`src/rtl/io_input_debounce.sv`:
```
// Switch/button conditioning for the Risc32 I/O read path: 2-flop sync, tick-based
// debounce, sticky press flags with write-1-to-clear, and the offset 1/2/3 read mux.
module io_input_debounce #(
  parameter int TICK_DIV       = 100000,
  parameter int STABLE_SAMPLES = 4,
  parameter int NUM_SW         = 16,
  parameter int NUM_BTN        = 5
) (
  input  logic                clk,
  input  logic                reset,
  input  logic [NUM_SW-1:0]   sw_raw,
  input  logic [NUM_BTN-1:0]  btn_raw,
  input  logic [31:0]         io_address,
  input  logic                io_write_en,
  input  logic [31:0]         io_write_value,
  input  logic                io_read_en,
  output logic [31:0]         io_read_value
);

  localparam int NIN   = NUM_SW + NUM_BTN;
  localparam int CNT_W = $clog2(TICK_DIV);

  logic [NIN-1:0]                     sync1_q, sync1_d;
  logic [NIN-1:0]                     sync2_q, sync2_d;
  logic [CNT_W-1:0]                   cnt_q, cnt_d;
  logic [NIN-1:0][STABLE_SAMPLES-1:0] shr_q, shr_d;
  logic [NIN-1:0]                     db_q, db_d;
  logic [NUM_BTN-1:0]                 btn_press_q, btn_press_d;

  logic                tick;
  logic                w1c_hit;
  logic [NUM_BTN-1:0]  w1c_mask;
  logic [NUM_BTN-1:0]  btn_rise;
  logic [NUM_SW-1:0]   sw_db;
  logic [NUM_BTN-1:0]  btn_db;
  logic                unused_ok;

  assign unused_ok = ^{io_read_en, io_address[31:3], io_write_value};

  assign sw_db  = db_q[NUM_SW-1:0];
  assign btn_db = db_q[NIN-1:NUM_SW];

  always_comb begin
    sync1_d = {btn_raw, sw_raw};
    sync2_d = sync1_q;

    tick  = (cnt_q == CNT_W'(TICK_DIV - 1));
    cnt_d = tick ? '0 : cnt_q + CNT_W'(1);

    shr_d = shr_q;
    db_d  = db_q;
    if (tick) begin
      for (int i = 0; i < NIN; i++) begin
        shr_d[i] = {shr_q[i][STABLE_SAMPLES-2:0], sync2_q[i]};
        if (&shr_d[i]) begin
          db_d[i] = 1'b1;
        end else if (~|shr_d[i]) begin
          db_d[i] = 1'b0;
        end
      end
    end

    // Set is OR-ed in after the clear so a same-cycle press survives the W1C.
    w1c_hit     = io_write_en && (io_address[1:0] == 2'b11) && !io_address[2];
    w1c_mask    = w1c_hit ? io_write_value[NUM_BTN-1:0] : '0;
    btn_rise    = db_d[NIN-1:NUM_SW] & ~db_q[NIN-1:NUM_SW];
    btn_press_d = (btn_press_q & ~w1c_mask) | btn_rise;
  end

  always_ff @(posedge clk) begin
    if (reset) begin
      sync1_q     <= '0;
      sync2_q     <= '0;
      cnt_q       <= '0;
      shr_q       <= '0;
      db_q        <= '0;
      btn_press_q <= '0;
    end else begin
      sync1_q     <= sync1_d;
      sync2_q     <= sync2_d;
      cnt_q       <= cnt_d;
      shr_q       <= shr_d;
      db_q        <= db_d;
      btn_press_q <= btn_press_d;
    end
  end

  always_comb begin
    io_read_value = '0;
    unique case (io_address[1:0])
      2'b01:   io_read_value[NUM_SW-1:0]  = sw_db;
      2'b10:   io_read_value[NUM_BTN-1:0] = btn_db;
      2'b11:   io_read_value[NUM_BTN-1:0] = btn_press_q;
      default: io_read_value = '0;
    endcase
  end

endmodule

```
`config.mk`:
```
export PLATFORM = sky130hd
export DESIGN_NAME = io_input_debounce
export DESIGN_NICKNAME = d
export VERILOG_FILES = /design/src/rtl/io_input_debounce.sv
export SDC_FILE = /design/constraint.sdc
export NUM_CORES = 1
export LEC_CHECK = 0
export ABC_AREA = 1
export BUFFER_PORTS_ARGS = -buffer_cell sky130_fd_sc_hd__buf_2
export CAP_MARGIN = 40
export CORE_ASPECT_RATIO = 1.2
export CORE_MARGIN = 2
export CORE_UTILIZATION = 41
export CTS_CLUSTER_SIZE = 25
export DETAILED_ROUTE_END_ITERATION = 8
export HOLD_SLACK_MARGIN = 0.03
export PLACE_DENSITY = 0.73
export SKIP_CTS_REPAIR_TIMING = 1
export SYNTH_ARGS = -nofsm -noshare
export SYNTH_HDL_FRONTEND = slang
export SYNTH_SLANG_ARGS = --single-unit
```
`constraint.sdc`:
```
create_clock -name clk -period 1.55 [get_ports clk]
set_input_delay 0.31 -clock clk [delete_from_list [all_inputs] [get_ports clk]]
set_output_delay 0.31 -clock clk [all_outputs]
set_load 0.01 [all_outputs]
```
==> results of run 1 <==
power groups by stage:
stage          Clock (mW)  Combinational (mW)  Sequential [mW]
2_1_floorplan           0               0.202             3.96
3_3_place_gp            0               0.267             3.97
3_5_place_dp            0               0.269             3.97
4_1_cts              4.22               0.270             3.89
5_1_grt              4.36               0.353             3.90
6_report             4.16               0.310             3.89
cell type report:
class	instances	area, um^2
repair buffers	83	753
fillers	1448	7180
multi-input cells	586	2770
flip-flops and latches	148	2970
clock inverters	13	156
inverters	147	557
well taps	204	255
clock buffers	19	443
cell usage in the layout (no fill, tap or decap), types with 2 or more instances in the layout:
cell type	instances
nor2_2	18
clkinvlp_4	2
buf_6	4
inv_6	2
buf_8	2
bufinv_16	3
buf_2	47
conb_1	16
clkinv_4	2
a21oi_2	5
o21ai_2	5
clkbuf_16	23
nor3_1	7
nand2_1	180
a21oi_1	36
buf_12	9
inv_2	7
buf_4	15
nand3_2	4
nor2_1	155
nand4_1	32
nand2_2	2
dfxtp_2	9
nor2_4	9
xor2_1	6
o211ai_1	4
o21ai_0	18
clkinv_2	5
o21ai_1	40
inv_1	139
nand3_1	42
dfxtp_1	139
routing by layer:
metal	vias up	share of wire	GRT usage
met5	-	0	0
met4	0	0.019	0.0710
met3	20	0.039	0.0371
met2	106	0.49	0.270
met1	2440	0.45	0.188
li1	2949	-	-
cell families after synthesis:
kind of cell               share of synthesized area
and+or+nand+nor                                0.298
buffers and inverters                          0.136
DFF                                            0.466
AOI/OAI and AO/OA                             0.0891
xor gates and xnor gates                     0.00826
adders and majority gates                    0.00197
other                                       0.000590
registers in the layout (all words and copies together) (netlist names):
name / flops
sync2_q: 21
btn_press_q: 5
sync1_q: 21
shr_q: 63
db_q: 21
cnt_q: 17
worst max-delay path, cell delays in order, from the launching register on:
cell	delay, ns
dfxtp_2	0.35
ha_4	0.15
nand2_4	0.06
nor2_4	0.15
nand3_2	0.10
nor2_4	0.23
buf_6	0.19
clkbuf_16	0.17
nand3_1	0.09
nand2_1	0.09
worst min-delay path by stage:
stage,from,endpoint,slack (ns),cells past startpoint
after global placement,sync1_q[19]$_SDFF_PP0_,sync2_q[19]$_SDFF_PP0_,0.39,2
after CTS,sw_raw[2],sync1_q[2]$_SDFF_PP0_,0.07,3
after detailed placement,sync1_q[4]$_SDFF_PP0_,sync2_q[4]$_SDFF_PP0_,0.39,2
final,sw_raw[2],sync1_q[2]$_SDFF_PP0_,0.08,3
after global routing,sw_raw[0],sync1_q[0]$_SDFF_PP0_,0.09,3
after floorplan,sync1_q[0]$_SDFF_PP0_,sync2_q[0]$_SDFF_PP0_,0.39,2
==> impl_metrics.toml, run 1 <==
[synthesis]
yosys_warnings = 0
synth_edf_count = 0
synth_seq_cells = 148
netlist_top_cells_area = "dfxtp_1 47%, nand2_1 11%, nor2_1 11%"
synth.most_common_cell = "nand2_1"
synth_top_cells_by_count = "183 x nand2_1, 179 x nor2_1, 148 x dfxtp_1, 142 x inv_1, 60 x o21ai_0"
syn_inst = 922
synth.avg_cell_area_um2 = 6.90
yosysTopAreaCell = "dfxtp_1"
postSynth.topFlopCell = "dfxtp_1"
synth_area_um2 = 6360
async_flop_share = 0
ys_seq_area_frac = 0.466
yosys.cell_types.count = 26
synth_top_area_frac = 0.466

[timing]
setup_ws_ns = -0.0830
final_hold_viol_count = 0
grt_setup_unrepaired = "yes"
fin_hold_ws_ns = 0.0815
fin_tns_setup_ns = -2.82
finClkSkew_ns = 0.00627
slew_viol_final = 0
finalCriticalPeriod_ns = 1.63
max_freq_mhz = 612
post-route-period-util = 1.05
setup_viol = 66

[worst_setup_path]
crit_end = "shr_q[54]$_SDFFE_PP0P_"
crit_required_ns = 1.92
critPathKind = "reg2reg"
end_kind = "flop"
rrSetupSlack_ns = -0.08
r2r_start = "cnt_q[1]$_SDFF_PP0_"
start_kind = "flop"
reg2reg_depth = 9
critPathLaunch = "cnt_q[1]$_SDFF_PP0_"
rr_endpoint = "shr_q[54]$_SDFFE_PP0P_"
cp.arrival_ns = 2.00
worst-path-max-fanout = 8

[clock_tree]
htree_levels = 4
clk_path_buf_depth = 2
cts_tree = "yes"
worstSkewPairLatency_ns = 0.43
clock-sinks = 148
cts_inserted_buffers = 17
cts_root_buf = "clkbuf_16"
clkTransAtPathRegs_ns = 0.06

[global_routing]
antenna_found_initial = 0
grt_use_total = 0.158
grt_max_degree = 70
grt_pass1_vias = 4913
gr-total-overflow = 0
grt_pass1_wl_mm = 21.6

[status]
status = "complete, but fails checks"
violations = "negative setup slack"

[routing]
drt-total-wl_mm = 14.0
avgViaCountPerCell = 4.60
drt_iter0_markers = 339
wl_per_cell_um = 11.6
post-route-drc-count = 0
drt-pass1-iter-count = 5
dr_total_vias = 5515
antenna_left = 0

[floorplan]
ioPinCount = 121
fp-row-count = 49
start_util = 0.422
die_area_um2 = 16500
core_um2 = 15100
die_y_um = 140
die_x_um = 118

[power]
combPwrFrac = 0.037
swShare = 0.217
vdd_drop_max_uv = 672
p_int_mw = 6.55
pwr-share-seq = 0.465
clkPwrFrac = 0.498
p_leak_nw = 3.68
p_switching_mw = 1.81
power.density_nw_per_um2 = 1060
finalPower_mw = 8.36

[final_layout]
area_growth_pct = 24.3
final_nets = 1073
drive_gt1_frac = 0.181
antennaDiodeCount = 0
postLayoutCellArea_um2 = 7900
fin_cells = 1200
utilization = 0.524

[job]
drv_cap = 0

[place]
dp.cells = 1154
port_buffers = 47
dp_slack_ns = -0.0552
gp_congestion = 0.846
dp_hpwl_mm = 8.18
place_area_um2 = 6840

[worst_hold_path]
min_path_type = "in2reg"
No activity file was read; power rests on OpenSTA's default activity.
==> run 2, diff against run 1 <==
--- a/config.mk
+++ b/config.mk
@@ -10,12 +10,13 @@
 export CAP_MARGIN = 40
 export CORE_ASPECT_RATIO = 1.2
 export CORE_MARGIN = 2
-export CORE_UTILIZATION = 41
+export CORE_UTILIZATION = 50
 export CTS_CLUSTER_SIZE = 25
 export DETAILED_ROUTE_END_ITERATION = 8
 export HOLD_SLACK_MARGIN = 0.03
-export PLACE_DENSITY = 0.73
+export PLACE_DENSITY_LB_ADDON = 0.08
 export SKIP_CTS_REPAIR_TIMING = 1
+export SLEW_MARGIN = 30
 export SYNTH_ARGS = -nofsm -noshare
 export SYNTH_HDL_FRONTEND = slang
 export SYNTH_SLANG_ARGS = --single-unit
==> impl_metrics.toml, run 2 (synthesis gave the netlist of run 1 again) <==
[status]
status = "complete, but fails checks"
violations = "negative setup slack"

[final_layout]
layout_common_cells = "181 x nand2_1, 158 x nor2_1, 141 x dfxtp_1, 140 x inv_1, 47 x buf_2"
final_common_cell = "nand2_1"
postLayoutCellArea_um2 = 8070
largest_reg_flops = 63
antennaDiodeCount = 0
utilization = 0.642
fin_cells = 1168
drive_gt1_frac = 0.192
final_nets = 1081
area_growth_pct = 26.8
regMostFlops = "shr_q"

[worst_setup_path]
start_kind = "flop"
cp_num_buf_inv = 1
cp.arrival_ns = 1.92
crit_chain = "ha_4 > nand2_4 > nor2_4 > nand3_1 > nor2_2 > nand2_1 > buf_12 > o21ai_0 > nor2_1"
reg2reg_depth = 9
end_kind = "flop"
worst-path-max-fanout = 31
cpMaxStageDelayCell = "dfxtp_2"
rr_endpoint = "shr_q[44]$_SDFFE_PP0P_"
cp_top_family = "simple AND/OR/NAND/NOR gates"
critPathMaxStageDelay_ns = 0.35
crit_required_ns = 1.86
critPathLaunch = "cnt_q[1]$_SDFF_PP0_"
rrSetupSlack_ns = -0.06
r2r_start = "cnt_q[1]$_SDFF_PP0_"
critPathKind = "reg2reg"

[floorplan]
start_util = 0.506
core_um2 = 12600
ioPinCount = 121
die_area_um2 = 13600
fp-row-count = 45
die_x_um = 107
die_y_um = 128

[timing]
final_hold_viol_count = 0
fin_tns_setup_ns = -0.972
finalCriticalPeriod_ns = 1.61
setup_viol = 56
finClkSkew_ns = 0.00532
post-route-period-util = 1.04
slew_viol_final = 0
setup_ws_ns = -0.0602
grt_setup_unrepaired = "yes"
max_freq_mhz = 621
fin_hold_ws_ns = 0.0796

[power]
power.density_nw_per_um2 = 1060
p_leak_nw = 3.74
vdd_drop_max_uv = 741

[clock_tree]
clock-sinks = 148
clkTransAtPathRegs_ns = 0.06
clk_path_buf_depth = 2
cts_tree = "yes"
worstSkewPairLatency_ns = 0.43
htree_levels = 4
cts_root_buf = "clkbuf_16"
cts_inserted_buffers = 17

[global_routing]
grt_max_degree = 70
grt_pass1_vias = 4661
grt_use_total = 0.197
grt_pass1_wl_mm = 21.2
antenna_found_initial = 0
gr-total-overflow = 0

[worst_hold_path]
worstHoldEndpoint = "sync1_q[7]$_SDFF_PP0_"
hold_depth = 3
min_from = "sw_raw[7]"
min_path_type = "in2reg"

[routing]
wl_per_cell_um = 12.3
antenna_left = 0
avgViaCountPerCell = 4.76
drt-total-wl_mm = 14.4
dr_total_vias = 5560
drt-pass1-iter-count = 5
post-route-drc-count = 0
drt_iter0_markers = 282

[place]
dp.cells = 1118
dp_hpwl_mm = 8.14
gp_congestion = 0.835
port_buffers = 47
place_area_um2 = 6840

[job]
drv_cap = 0
[run 2: area by class of cell]
class	instances	area, um^2
Inverter	147	554
Tap cell	164	205
Clock buffer	19	443
Clock inverter	13	181
Sequential cell	148	2970
Timing Repair Buffer	91	896
Fill cell	1113	4490
Multi-Input combinational cell	586	2810
[run 2: worst max-delay path by stage]
stage	cells after the start	slack, ns	end
6_report	9	-0.06	shr_q[44]$_SDFFE_PP0P_
5_1_grt	9	-0.18	shr_q[44]$_SDFFE_PP0P_
4_1_cts	9	-0.08	db_q[9]$_SDFFE_PP0P_
3_5_place_dp	9	-0.06	db_q[5]$_SDFFE_PP0P_
3_3_place_gp	9	-0.05	db_q[4]$_SDFFE_PP0P_
2_1_floorplan	9	0.08	shr_q[12]$_SDFFE_PP0P_
[run 2: metal layers]
metal,up-vias,share of wire,track usage
met5,-,0,0
met2,120,0.46,0.312
li1,2961,-,-
met3,23,0.043,0.0444
met1,2456,0.47,0.253
met4,0,0.020,0.0932
[run 2: per-stage QoR]
step	setup slack, ns	power (mW)
floorplan	0.0808	4.17
CTS	-0.0833	8.57
global placement	-0.0501	4.24
finish	-0.0602	8.55
detailed placement	-0.0611	4.25
global route	-0.183	8.84
[run 2: tightest hold or removal path: cells and delay by family]
family                 cells  cell delay, ns
AND/OR/NAND/NOR            1            0.06
buffers and inverters      2            0.10
[run 2: power breakdown]
group	internal, mW	switching, mW	total, mW
Sequential	3.86	0.0332	3.90
Clock	2.73	1.61	4.34
Combinational	0.120	0.193	0.313
Total	6.71	1.83	8.55
